==> src/rtl/umtrx_pkt_pkg.sv <==
// umtrx_pkt_pkg
//   Shared definitions for the UmTRX 36-bit packet-stream blocks:
//   line-field bit positions, the packet mux state encoding and the
//   control-register bit layout.
package umtrx_pkt_pkg;

  localparam int unsigned LINE_W  = 36;

  // Line format: {occupancy[1:0], eof, sof, data[31:0]}
  localparam int unsigned SOF_BIT = 32;
  localparam int unsigned EOF_BIT = 33;
  localparam int unsigned OCC_MSB = 35;
  localparam int unsigned OCC_LSB = 34;

  // Control register: bits[NUM_CH-1:0] enable mask, bit 31 counter clear
  localparam int unsigned CLR_BIT = 31;

  typedef enum logic [1:0] {
    IDLE = 2'd0,
    PASS = 2'd1,
    DROP = 2'd2
  } pkt_state_t;

endpackage

==> src/rtl/umtrx_rr_pick.sv <==
// umtrx_rr_pick
//   Combinational round-robin priority picker. Returns the first requester
//   at or after last+1 (modulo N).
//   Ports:
//     req   [N-1:0]   request vector
//     last  [IW-1:0]  index granted most recently
//     found           at least one request present
//     idx   [IW-1:0]  winning index (0 when found is low)
module umtrx_rr_pick #(
  parameter int unsigned N  = 2,
  parameter int unsigned IW = (N > 1) ? $clog2(N) : 1
) (
  input  logic [N-1:0]  req,
  input  logic [IW-1:0] last,
  output logic          found,
  output logic [IW-1:0] idx
);

  always_comb begin
    int unsigned c;
    logic [IW-1:0] ci;
    found = 1'b0;
    idx   = '0;
    c     = 0;
    ci    = '0;
    // Walk the ring starting just after the previous winner; the last
    // probe (k == N) revisits 'last' itself so a lone requester still wins.
    for (int unsigned k = 1; k <= N; k++) begin
      c  = (32'(last) + k) % N;
      ci = IW'(c);
      if (!found && req[ci]) begin
        found = 1'b1;
        idx   = ci;
      end
    end
  end

endmodule

==> src/rtl/umtrx_err_pkt_mux.sv <==
// umtrx_err_pkt_mux
//   Packet-aware round-robin merge of NUM_CH error/flow-control streams onto
//   one output stream. Whole packets are taken from one channel at a time;
//   packets from channels disabled in the control register are drained and
//   discarded. Forwarded and dropped packets are counted.
//   Ports:
//     sys_clk, sys_rst              clock, async active-high reset
//     set_stb/set_addr/set_data     settings bus (control reg at BASE)
//     in_data/in_valid/in_ready     NUM_CH packed input streams
//     out_data/out_valid/out_ready  merged output stream
//     status                        {drop_count, pkt_count}
//     busy                          packet in flight (PASS or DROP)
module umtrx_err_pkt_mux
  import umtrx_pkt_pkg::*;
#(
  parameter int unsigned NUM_CH = 2,
  parameter logic [7:0]  BASE   = 8'd0
) (
  input  logic                     sys_clk,
  input  logic                     sys_rst,
  input  logic                     set_stb,
  input  logic [7:0]               set_addr,
  input  logic [31:0]              set_data,
  input  logic [LINE_W*NUM_CH-1:0] in_data,
  input  logic [NUM_CH-1:0]        in_valid,
  output logic [NUM_CH-1:0]        in_ready,
  output logic [LINE_W-1:0]        out_data,
  output logic                     out_valid,
  input  logic                     out_ready,
  output logic [31:0]              status,
  output logic                     busy
);

  localparam int unsigned GW = $clog2(NUM_CH);

  pkt_state_t        state, state_nxt;
  logic [GW-1:0]     grant, grant_nxt;
  logic [GW-1:0]     last_grant, last_grant_nxt;
  logic [NUM_CH-1:0] mask;
  logic              clr_pend;
  logic [15:0]       pkt_count, drop_count;
  logic              pkt_inc, drop_inc;
  logic              pick_found;
  logic [GW-1:0]     pick_idx;
  logic [LINE_W-1:0] cur_line;
  logic              cur_valid;
  logic              ctrl_hit;
  logic              unused_set_bits;

  assign ctrl_hit        = set_stb && (set_addr == BASE);
  assign unused_set_bits = ^set_data[CLR_BIT-1:NUM_CH];

  assign cur_line  = in_data[LINE_W*32'(grant) +: LINE_W];
  assign cur_valid = in_valid[grant];

  umtrx_rr_pick #(
    .N  (NUM_CH),
    .IW (GW)
  ) u_pick (
    .req   (in_valid),
    .last  (last_grant),
    .found (pick_found),
    .idx   (pick_idx)
  );

  // Settings: the mask register updates immediately, but it is only
  // consulted when a new grant is issued in IDLE, so an in-flight packet
  // finishes under the decision made at its grant.
  always_ff @(posedge sys_clk or posedge sys_rst) begin
    if (sys_rst) begin
      mask     <= '1;
      clr_pend <= 1'b0;
    end else begin
      clr_pend <= ctrl_hit && set_data[CLR_BIT];
      if (ctrl_hit)
        mask <= set_data[NUM_CH-1:0];
    end
  end

  always_ff @(posedge sys_clk or posedge sys_rst) begin
    if (sys_rst) begin
      state      <= IDLE;
      grant      <= '0;
      last_grant <= GW'(NUM_CH - 1);
    end else begin
      state      <= state_nxt;
      grant      <= grant_nxt;
      last_grant <= last_grant_nxt;
    end
  end

  always_comb begin
    state_nxt      = state;
    grant_nxt      = grant;
    last_grant_nxt = last_grant;
    out_data       = '0;
    out_valid      = 1'b0;
    in_ready       = '0;
    pkt_inc        = 1'b0;
    drop_inc       = 1'b0;
    case (state)
      IDLE: begin
        if (pick_found) begin
          grant_nxt = pick_idx;
          state_nxt = mask[pick_idx] ? PASS : DROP;
        end
      end
      PASS: begin
        out_data        = cur_line;
        out_valid       = cur_valid;
        in_ready[grant] = out_ready;
        if (cur_valid && out_ready && cur_line[EOF_BIT]) begin
          pkt_inc        = 1'b1;
          last_grant_nxt = grant;
          state_nxt      = IDLE;
        end
      end
      DROP: begin
        in_ready[grant] = 1'b1;
        if (cur_valid && cur_line[EOF_BIT]) begin
          drop_inc       = 1'b1;
          last_grant_nxt = grant;
          state_nxt      = IDLE;
        end
      end
      default: state_nxt = IDLE;
    endcase
  end

  // Clear is registered one cycle behind the strobe and overrides any
  // increment landing in the same cycle.
  always_ff @(posedge sys_clk or posedge sys_rst) begin
    if (sys_rst) begin
      pkt_count  <= '0;
      drop_count <= '0;
    end else if (clr_pend) begin
      pkt_count  <= '0;
      drop_count <= '0;
    end else begin
      if (pkt_inc)
        pkt_count <= pkt_count + 16'd1;
      if (drop_inc)
        drop_count <= drop_count + 16'd1;
    end
  end

  assign status = {drop_count, pkt_count};
  assign busy   = (state != IDLE);

endmodule

==> config.mk <==
export PLATFORM = sky130hd
export DESIGN_NAME = umtrx_err_pkt_mux
export DESIGN_NICKNAME = d
export VERILOG_FILES = /design/src/rtl/umtrx_pkt_pkg.sv /design/src/rtl/umtrx_rr_pick.sv /design/src/rtl/umtrx_err_pkt_mux.sv
export SDC_FILE = /design/constraint.sdc
export NUM_CORES = 1
export LEC_CHECK = 0
export CAP_MARGIN = 20
export CORE_ASPECT_RATIO = 0.6
export CORE_MARGIN = 8
export CORE_UTILIZATION = 39
export DETAILED_ROUTE_END_ITERATION = 7
export HOLD_SLACK_MARGIN = 0.06
export PLACE_DENSITY = 0.9
export SLEW_MARGIN = 0
export SYNTH_ARGS = -nofsm -noshare
export SYNTH_HDL_FRONTEND = slang
export SYNTH_HIERARCHICAL = 1
export SYNTH_SLANG_ARGS = --single-unit
==> constraint.sdc <==
create_clock -name sys_clk -period 6.1 [get_ports sys_clk]
set_input_delay 0.61 -clock sys_clk [delete_from_list [all_inputs] [get_ports sys_clk]]
set_output_delay 0.61 -clock sys_clk [all_outputs]
set_load 0.03 [all_outputs]
-- Yosys cells after proc, flatten, opt, wreduce, memory -nomap -nowiden
Index checks and enable logic that the tools add are counted.
W data, S select, Z words.
- bits in registers: 39
- output and inout bits: 72
- $add $sub $neg: 4
- shift-type cells: 1
- equality and inequality tests: 5
- reduce and logical (&&, ||, !) cells: 17
- mux-type cells: 33
- $mul: 1
- magnitude comparators: 5
- bitwise logic cells: 1
- operators with widths (cell ; count):
    $shiftx A72 B8 Y36 ; 1
    $mux W16 ; 4
    $mux W36 ; 1
    $add A16 B1 Y16 const B ; 2
    $mux W1 ; 20
    $logic_not A8 Y1 ; 1
    $lt A1 B2 Y1 const B ; 4
    $mux W2 ; 4
    $reduce_bool A2 Y1 ; 4
    $logic_and A1 B1 Y1 ; 7
    $ne A2 B2 Y1 const B ; 3
    $pmux W2 S3 ; 1
    $reduce_and A3 Y1 ; 2
    $mul A4 B1 Y5 const A ; 1
    $pmux W2 S2 ; 1
    $add A1 B1 Y1 const B ; 2
    $and A2 B2 Y2 ; 1
    $eq A2 B1 Y1 const B ; 1
    $eq A2 B2 Y1 const B ; 1
    $logic_not A2 Y1 ; 1
    $pmux W1 S2 ; 1
    $reduce_and A2 Y1 ; 1
    $demux W1 S1 ; 1
    $ge A1 B1 Y1 const B ; 1
    $logic_not A1 Y1 ; 1

-- Logic depth before layout (Yosys ltp)
Gate-level depths: netlist of the first run.
- depth in word-level cells: 12
- gate-level depth with buffers: 7
- gate-level depth less buffers: 6

-- Cells and area by module
The synthesis of the first run kept the hierarchy.
- by module, submodules not included (module ; area each (µm²) ; sequential area each (µm²) ; times used ; cells each):
    umtrx_err_pkt_mux ; 2777.7 ; 979.7 ; 1 ; 303
    umtrx_rr_pick ; 13.8 ; 0.0 ; 1 ; 2

-- Least setup slack after synthesis of the first run
No wires, ideal clock.
- kind: register to output
- start point: register state[1]
- end point: output port out_data[10]
- path slack: 3924 ps
- stages on the path, launching flop included: 6
- buffers on the path: 2
- required time: 5490 ps
- arrival: 1566 ps
- cell sequence: dfrtp_1 -> inv_1 -> ha_1 -> clkbuf_1 -> clkbuf_1 -> nor2b_1
- cells in the longest elaborated chain, start to end: 2
- ends and longest elaborated chain (what ; line ; source):
    start: declaration ; umtrx_err_pkt_mux.sv:36 ; pkt_state_t state, state_nxt;
    start signal: assignment ; umtrx_err_pkt_mux.sv:86 ; state <= state_nxt;
    $eq A2 B1 Y1 ; umtrx_err_pkt_mux.sv:101 ; case (state)
    $mux W36 ; umtrx_err_pkt_mux.sv:101 ;
    end: declaration ; umtrx_err_pkt_mux.sv:27 ; output logic [LINE_W-1:0] out_data,
No other way between the ends.

-- Worst setup path in the final report of the first run
- start point: register state[1]
- end point: output port in_ready[0]
- cells in the longest elaborated chain, start to end: 2
- ends and longest elaborated chain (what ; line ; source):
    $eq A2 B2 Y1 or $eq A2 B1 Y1 (tied branches) ; umtrx_err_pkt_mux.sv:101 ;
    $pmux W2 S2 (*) ; umtrx_err_pkt_mux.sv:101 ;
    end: declaration ; umtrx_err_pkt_mux.sv:26 ; output logic [NUM_CH-1:0] in_ready,
Every way passes the cells marked *; elsewhere a longest branch is shown, timed or not.

==> results.yml, run 1 <==
floorplan:
  io_pins: 190
  core_um2: 7090
  fp.dieArea_um2: 10200
  num_rows: 24
  fp.dieH_um: 81.5
  start_util_pct: 39.4
  die_w_um: 125
placement:
  placed_cell_area_um2: 4440
  routabilityCongestion: 0.796
  hpwl_um: 8010
  io_buffers: 160
final_layout:
  regArea_um2: 981
  layout.nets: 582
  mostFrequentLayoutCells: "clkdlybuf4s50_1, mux2i_1, nor2b_1"
  final_area_um2: 4660
  syn2layout_area_growth_pct: 66.8
  layout_commonest_cell: "clkdlybuf4s50_1"
  drive_gt1_share_pct: 5.43
  multi_input_area_um2: 1680
  nFillCells: 548
  antennaDiodeCount: 0
synth:
  ys_ff_latch: 39
  netlist_area_um2: 2790
  synth-seq-area-share_pct: 35.1
  syn_nets: 428
  netlist_instances: 305
  yosys.area.top_type: "dfrtp_1"
  yosysUniqueCellTypes: 47
  synth_area_leaders: "dfrtp_1, mux2i_1, nor2b_1"
  ys_warn_count: 6
  avgSynthCellArea_um2: 9.15
  netlist.area_leader.share_pct: 32.3
worst_setup_path:
  rr_endpoint: "drop_count[11]"
  r2r_cells: 5
  r2r-start: "grant"
  r2r_slack_ps: 3610
  crit_arrival_ps: 2400
  cp-start-kind: "flop"
  cp-end-kind: "output port"
  crit_path_max_fanout: 40
  critPathKind: "flop to output port"
  crit_required_ps: 5490
hold_path:
  hold_path.startpoint: "last_grant"
  hold_path_end: "last_grant"
  hold_path.class: "flop to flop"
  hold_depth: 2
flow_run:
  maxCapViolCount: 0
clocking:
  htree_num_levels: 2
  cts_buffers: 5
  cts_resized: 0
  cts_tree: "done"
  hold_buffers: 0
  cts_setup_buffers: 0
  clk_latency_ps: 280
  cts.sinks: 39
  path_clk_slew_ps: 60
  root_buffer: "clkbuf_16"
  clockBufferDepth: 2
detailed_routing:
  via_per_inst: 5.32
  drt_pass1_iterations: 4
  drt-wirelength-per-cell_um: 18.9
  drt_iter0_drc: 125
  num_vias: 2930
  ant_nets: 0
  drc: 0
  routed_wl_um: 10400
power:
  switching_power_uw: 397
  irDropWorstVdd_mv: 0.252
  p_sw_share_pct: 35.1
  power_density_nw_per_um2: 243
  p_comb_share_pct: 42.1
  clkPwrFrac_pct: 27.0
  p_leak_nw: 1.87
  internal_power_uw: 735
  pwr-share-seq_pct: 30.9
timing:
  timing.fmax_mhz: 332
  setup_viol: 0
  finalClockSkew_ps: 4.85
  holdWs_ps: 502
  slew_headroom_pct: 31.0
  finalHoldViolCount: 0
  finalCritPeriodShare_pct: 49.4
  layout_min_cycle_time_ps: 3010
  finalMaxSlewViolations: 0
  worst_pin_slew_ps: 1040
  rsz0062_at_grt: "no"
  setup_total_negative_slack_ps: 0
global_routing:
  grt_max_degree: 47
  grt_pass1_wl_um: 16000
  track_usage_pct: 19.6
  grt_overflow: 0
  grt_pass1_vias: 2871
  antenna_found_initial: 0
run_status:
  outcome: "finished clean"
-- Yosys cell counts, drive strengths merged --
master,count
a2111o,2
a2111oi,2
a211o,2
a211oi,4
a21boi,2
a21oi,22
a31oi,1
and2,1
and3,1
and3b,1
and4,2
buf,4
clkbuf,12
dfrtp,36
dfstp,3
ha,5
inv,14
mux2,4
mux2i,39
nand2,12
nand3,12
nand3b,1
nand4,6
nand4b,3
nor2,18
nor2b,38
nor3,1
nor4,1
o211ai,1
o21ai,14
o21bai,1
o22ai,2
o2bb2ai,2
o31ai,5
or2,2
or3,11
or4,5
xnor2,12
xor2,1
-- cells by family after synthesis --
| family | share of synthesized area, % |
|---|---|
| AOI/OAI and AO/OA | 13.6 |
| xor gates and xnor gates | 4.08 |
| adders and majority gates | 2.24 |
| buffers and inverters | 4.66 |
| DFF | 35.1 |
| muxes | 15.6 |
| and+or+nand+nor | 24.7 |
-- sequential cells by signal (all words and copies together) (netlist names) --
name / cells
clr_pend: 1
drop_count: 16
grant: 1
last_grant: 1
mask: 2
pkt_count: 16
state: 2
-- power groups by stage --
stage	combinational [mW]	sequential [mW]	clock [mW]
final	0.476	0.350	0.305
after global routing	0.509	0.355	0.321
after CTS	0.429	0.384	0.309
after detailed placement	0.425	0.387	0
after global placement	0.411	0.384	0
after floorplan	0.302	0.343	0
-- worst max-delay path: stages (launching register included) --
cell and delay, ps:
dfrtp_1 410, inv_1 110, ha_1 240, clkbuf_16 240, and2_1 190, o21ai_0 110
nor2_1 120, clkdlybuf4s50_1 700
-- worst max path at each step --
stage / startpoint / end / slack [ps] / depth (start not counted)
finish: state[1] / in_ready[0] / 3090 / 7
global route: state[1] / in_ready[0] / 3000 / 7
CTS: state[1] / in_ready[0] / 2540 / 6
detailed placement: state[1] / in_ready[0] / 2840 / 6
global placement: state[1] / in_ready[0] / 2970 / 6
floorplan: state[1] / out_data[10] / 3920 / 5
-- through the flow --
stage | util [%] | total power [mW] | worst slack (ps) | instances
after floorplan | - | 0.645 | 3920 | 305
after global placement | 62.6 | 0.795 | 2970 | 541
after detailed placement | 62.6 | 0.813 | 2840 | 541
after CTS | 65.1 | 1.12 | 2540 | 549
after global routing | 65.7 | 1.19 | 3000 | 551
final | 65.7 | 1.13 | 3090 | 551
-- area by class of cell --
class	instances	area share (%)
Clock buffer	6	2.98
Clock inverter	2	0.752
Inverter	14	1.13
Multi-Input combinational cell	236	36.1
Sequential cell	39	21.1
Tap cell	91	2.44
Timing Repair Buffer	163	35.5
-- per-layer routing --
layer	up-vias	part of all wire, %	track usage (%)
met5	-	0	0
met4	0	1.1	3.74
met3	10	5.0	4.08
met2	104	51	36.5
met1	1421	43	23.4
li1	1395	-	-
No activity file was read; power rests on OpenSTA's default activity.
==> inputs of run 2 (changes only) <==
Settings changed: CORE_UTILIZATION 39 to 33, PLACE_DENSITY 0.9 to 0.82.
Clock period 6.1 ns to 2.5 ns, I/O delays scaled along.
==> run 2 against run 1 <==
Compared with the run above:
- global-route usage decreased by 2.7 points
- final cell count increased by 4.5%
- first-iteration DRC count decreased by 0.80%
- worst hold slack got worse by 100 ps
- sequential share of layout area about the same
- cell area increased by 0.35%
- clock power increased by 100%
- sequential power increased by 140%
- core utilization decreased by 9.8 points
- critical path type unchanged
- critical endpoint is now out_data[30]
==> results.yml, run 2 (synthesis results as in run 1) <==
run_status:
  outcome: "finished clean"
timing:
  layout_min_cycle_time_ps: 2350
  setup_total_negative_slack_ps: 0
  timing.fmax_mhz: 425
  rsz0062_at_grt: "no"
  finalHoldViolCount: 0
  finalClockSkew_ps: 6.65
  finalMaxSlewViolations: 0
  slew_headroom_pct: 62.4
  setup_viol: 0
  finalCritPeriodShare_pct: 94.2
  worst_pin_slew_ps: 550
  setup_slack_ps: 146
floorplan:
  num_rows: 26
  fp.dieH_um: 87.2
  io_pins: 190
  fp.dieArea_um2: 11800
  die_w_um: 135
  core_um2: 8360
  start_util_pct: 33.4
global_routing:
  grt_max_degree: 40
  track_usage_pct: 16.9
  grt_pass1_vias: 2807
  grt_overflow: 0
  grt_pass1_wl_um: 15800
  antenna_found_initial: 0
worst_setup_path:
  cp-end-kind: "output port"
  cp-start-kind: "flop"
  critPathKind: "flop to output port"
  crit_required_ps: 2250
  rr_endpoint: "pkt_count[15]"
  r2r_cells: 7
  crit_path_max_fanout: 15
  r2r-start: "state[1]"
  r2r_slack_ps: 330
  crit_arrival_ps: 2100
hold_path:
  hold_path.class: "input port to async pin"
flow_run:
  maxCapViolCount: 0
placement:
  io_buffers: 160
  dpl_worst_slack_ps: 253
  hpwl_um: 8220
  routabilityCongestion: 0.790
detailed_routing:
  drt_iter0_drc: 124
  drc: 0
  wl_met2_um: 5110
  drt_pass1_iterations: 4
  wl_met1_um: 4540
  top_layer: "met4"
  ant_nets: 0
  wl_met3_um: 450
  num_vias: 2887
  via_per_inst: 5.01
  drt-wirelength-per-cell_um: 17.6
  routed_wl_um: 10100
power:
  p_total_mw: 2.65
  p_leak_nw: 1.87
  irDropWorstVdd_mv: 0.407
  power_density_nw_per_um2: 567
clocking:
  cts_tree: "done"
  htree_num_levels: 2
  cts.sinks: 39
  clk_latency_ps: 280
  hold_buffers: 0
  clockBufferDepth: 2
  root_buffer: "clkbuf_16"
  path_clk_slew_ps: 60
  cts_buffers: 5
final_layout:
  mostFrequentLayoutCells: "clkdlybuf4s50_1, mux2i_1, nor2b_1"
  regArea_um2: 983
  multi_input_area_um2: 1680
  largestRegisters: "drop_count: 16 flops, pkt_count: 16 flops"
  layout_commonest_cell: "clkdlybuf4s50_1"
  antennaDiodeCount: 0
  nFillCells: 747
  syn2layout_area_growth_pct: 67.4
  layout.nets: 586
  fin_util_pct: 55.9
  drive_gt1_share_pct: 6.47
==> run 2: through the flow <==
step	cell area [um2]	hold WS, ps	cells
finish	4670	401	576
global route	4670	462	576
CTS	4670	420	576
detailed placement	4530	476	568
global placement	4530	472	568
floorplan	2790	356	305
==> run 2: final cells by class <==
| type | instances | share of cell area (%) |
|---|---|---|
| clock buffer | 6 | 2.76 |
| clock inverter | 2 | 0.268 |
| timing repair buffer | 167 | 35.8 |
| sequential | 39 | 21.0 |
| multi-input combinational | 236 | 36.0 |
| tap | 112 | 3.00 |
| inverter | 14 | 1.12 |
==> run 2: worst max-delay path by stage <==
stage           startpoint              to  cells past startpoint
2_1_floorplan     state[0]  drop_count[10]                      7
3_3_place_gp   in_valid[1]   drop_count[6]                      6
3_5_place_dp   in_valid[0]  drop_count[15]                      5
4_1_cts              grant    out_data[26]                      4
5_1_grt              grant    out_data[26]                      4
6_report             grant    out_data[30]                      4
==> run 2: where the power goes <==
group / internal (mW) / total (mW) / switching [mW]
Clock: 0.368 / 0.615 / 0.247
Combinational: 0.611 / 1.20 / 0.588
Sequential: 0.706 / 0.836 / 0.130
Total: 1.68 / 2.65 / 0.965
==> run 2: repair_timing <==
| action | 4_1_cts | 5_1_grt |
|---|---|---|
| endpoints found under the hold margin | 0 | 0 |
| endpoints found under the setup margin | 0 | 2 |
| resized for setup | 0 | 1 |
| buffers inserted | 0 | 0 |
==> run 2: layer usage <==
metal / GRT usage [%] / vias up
li1: - / 1421
met1: 21.1 / 1400
met2: 29.6 / 59
met3: 3.92 / 7
met4: 2.43 / 0
met5: 0 / -
==> run 2: worst max-delay path, cell delays in order, from the launching register on <==
cell	delay [ps]
dfrtp_4	590
buf_4	250
mux2i_1	130
nor2b_1	130
clkdlybuf4s50_1	710
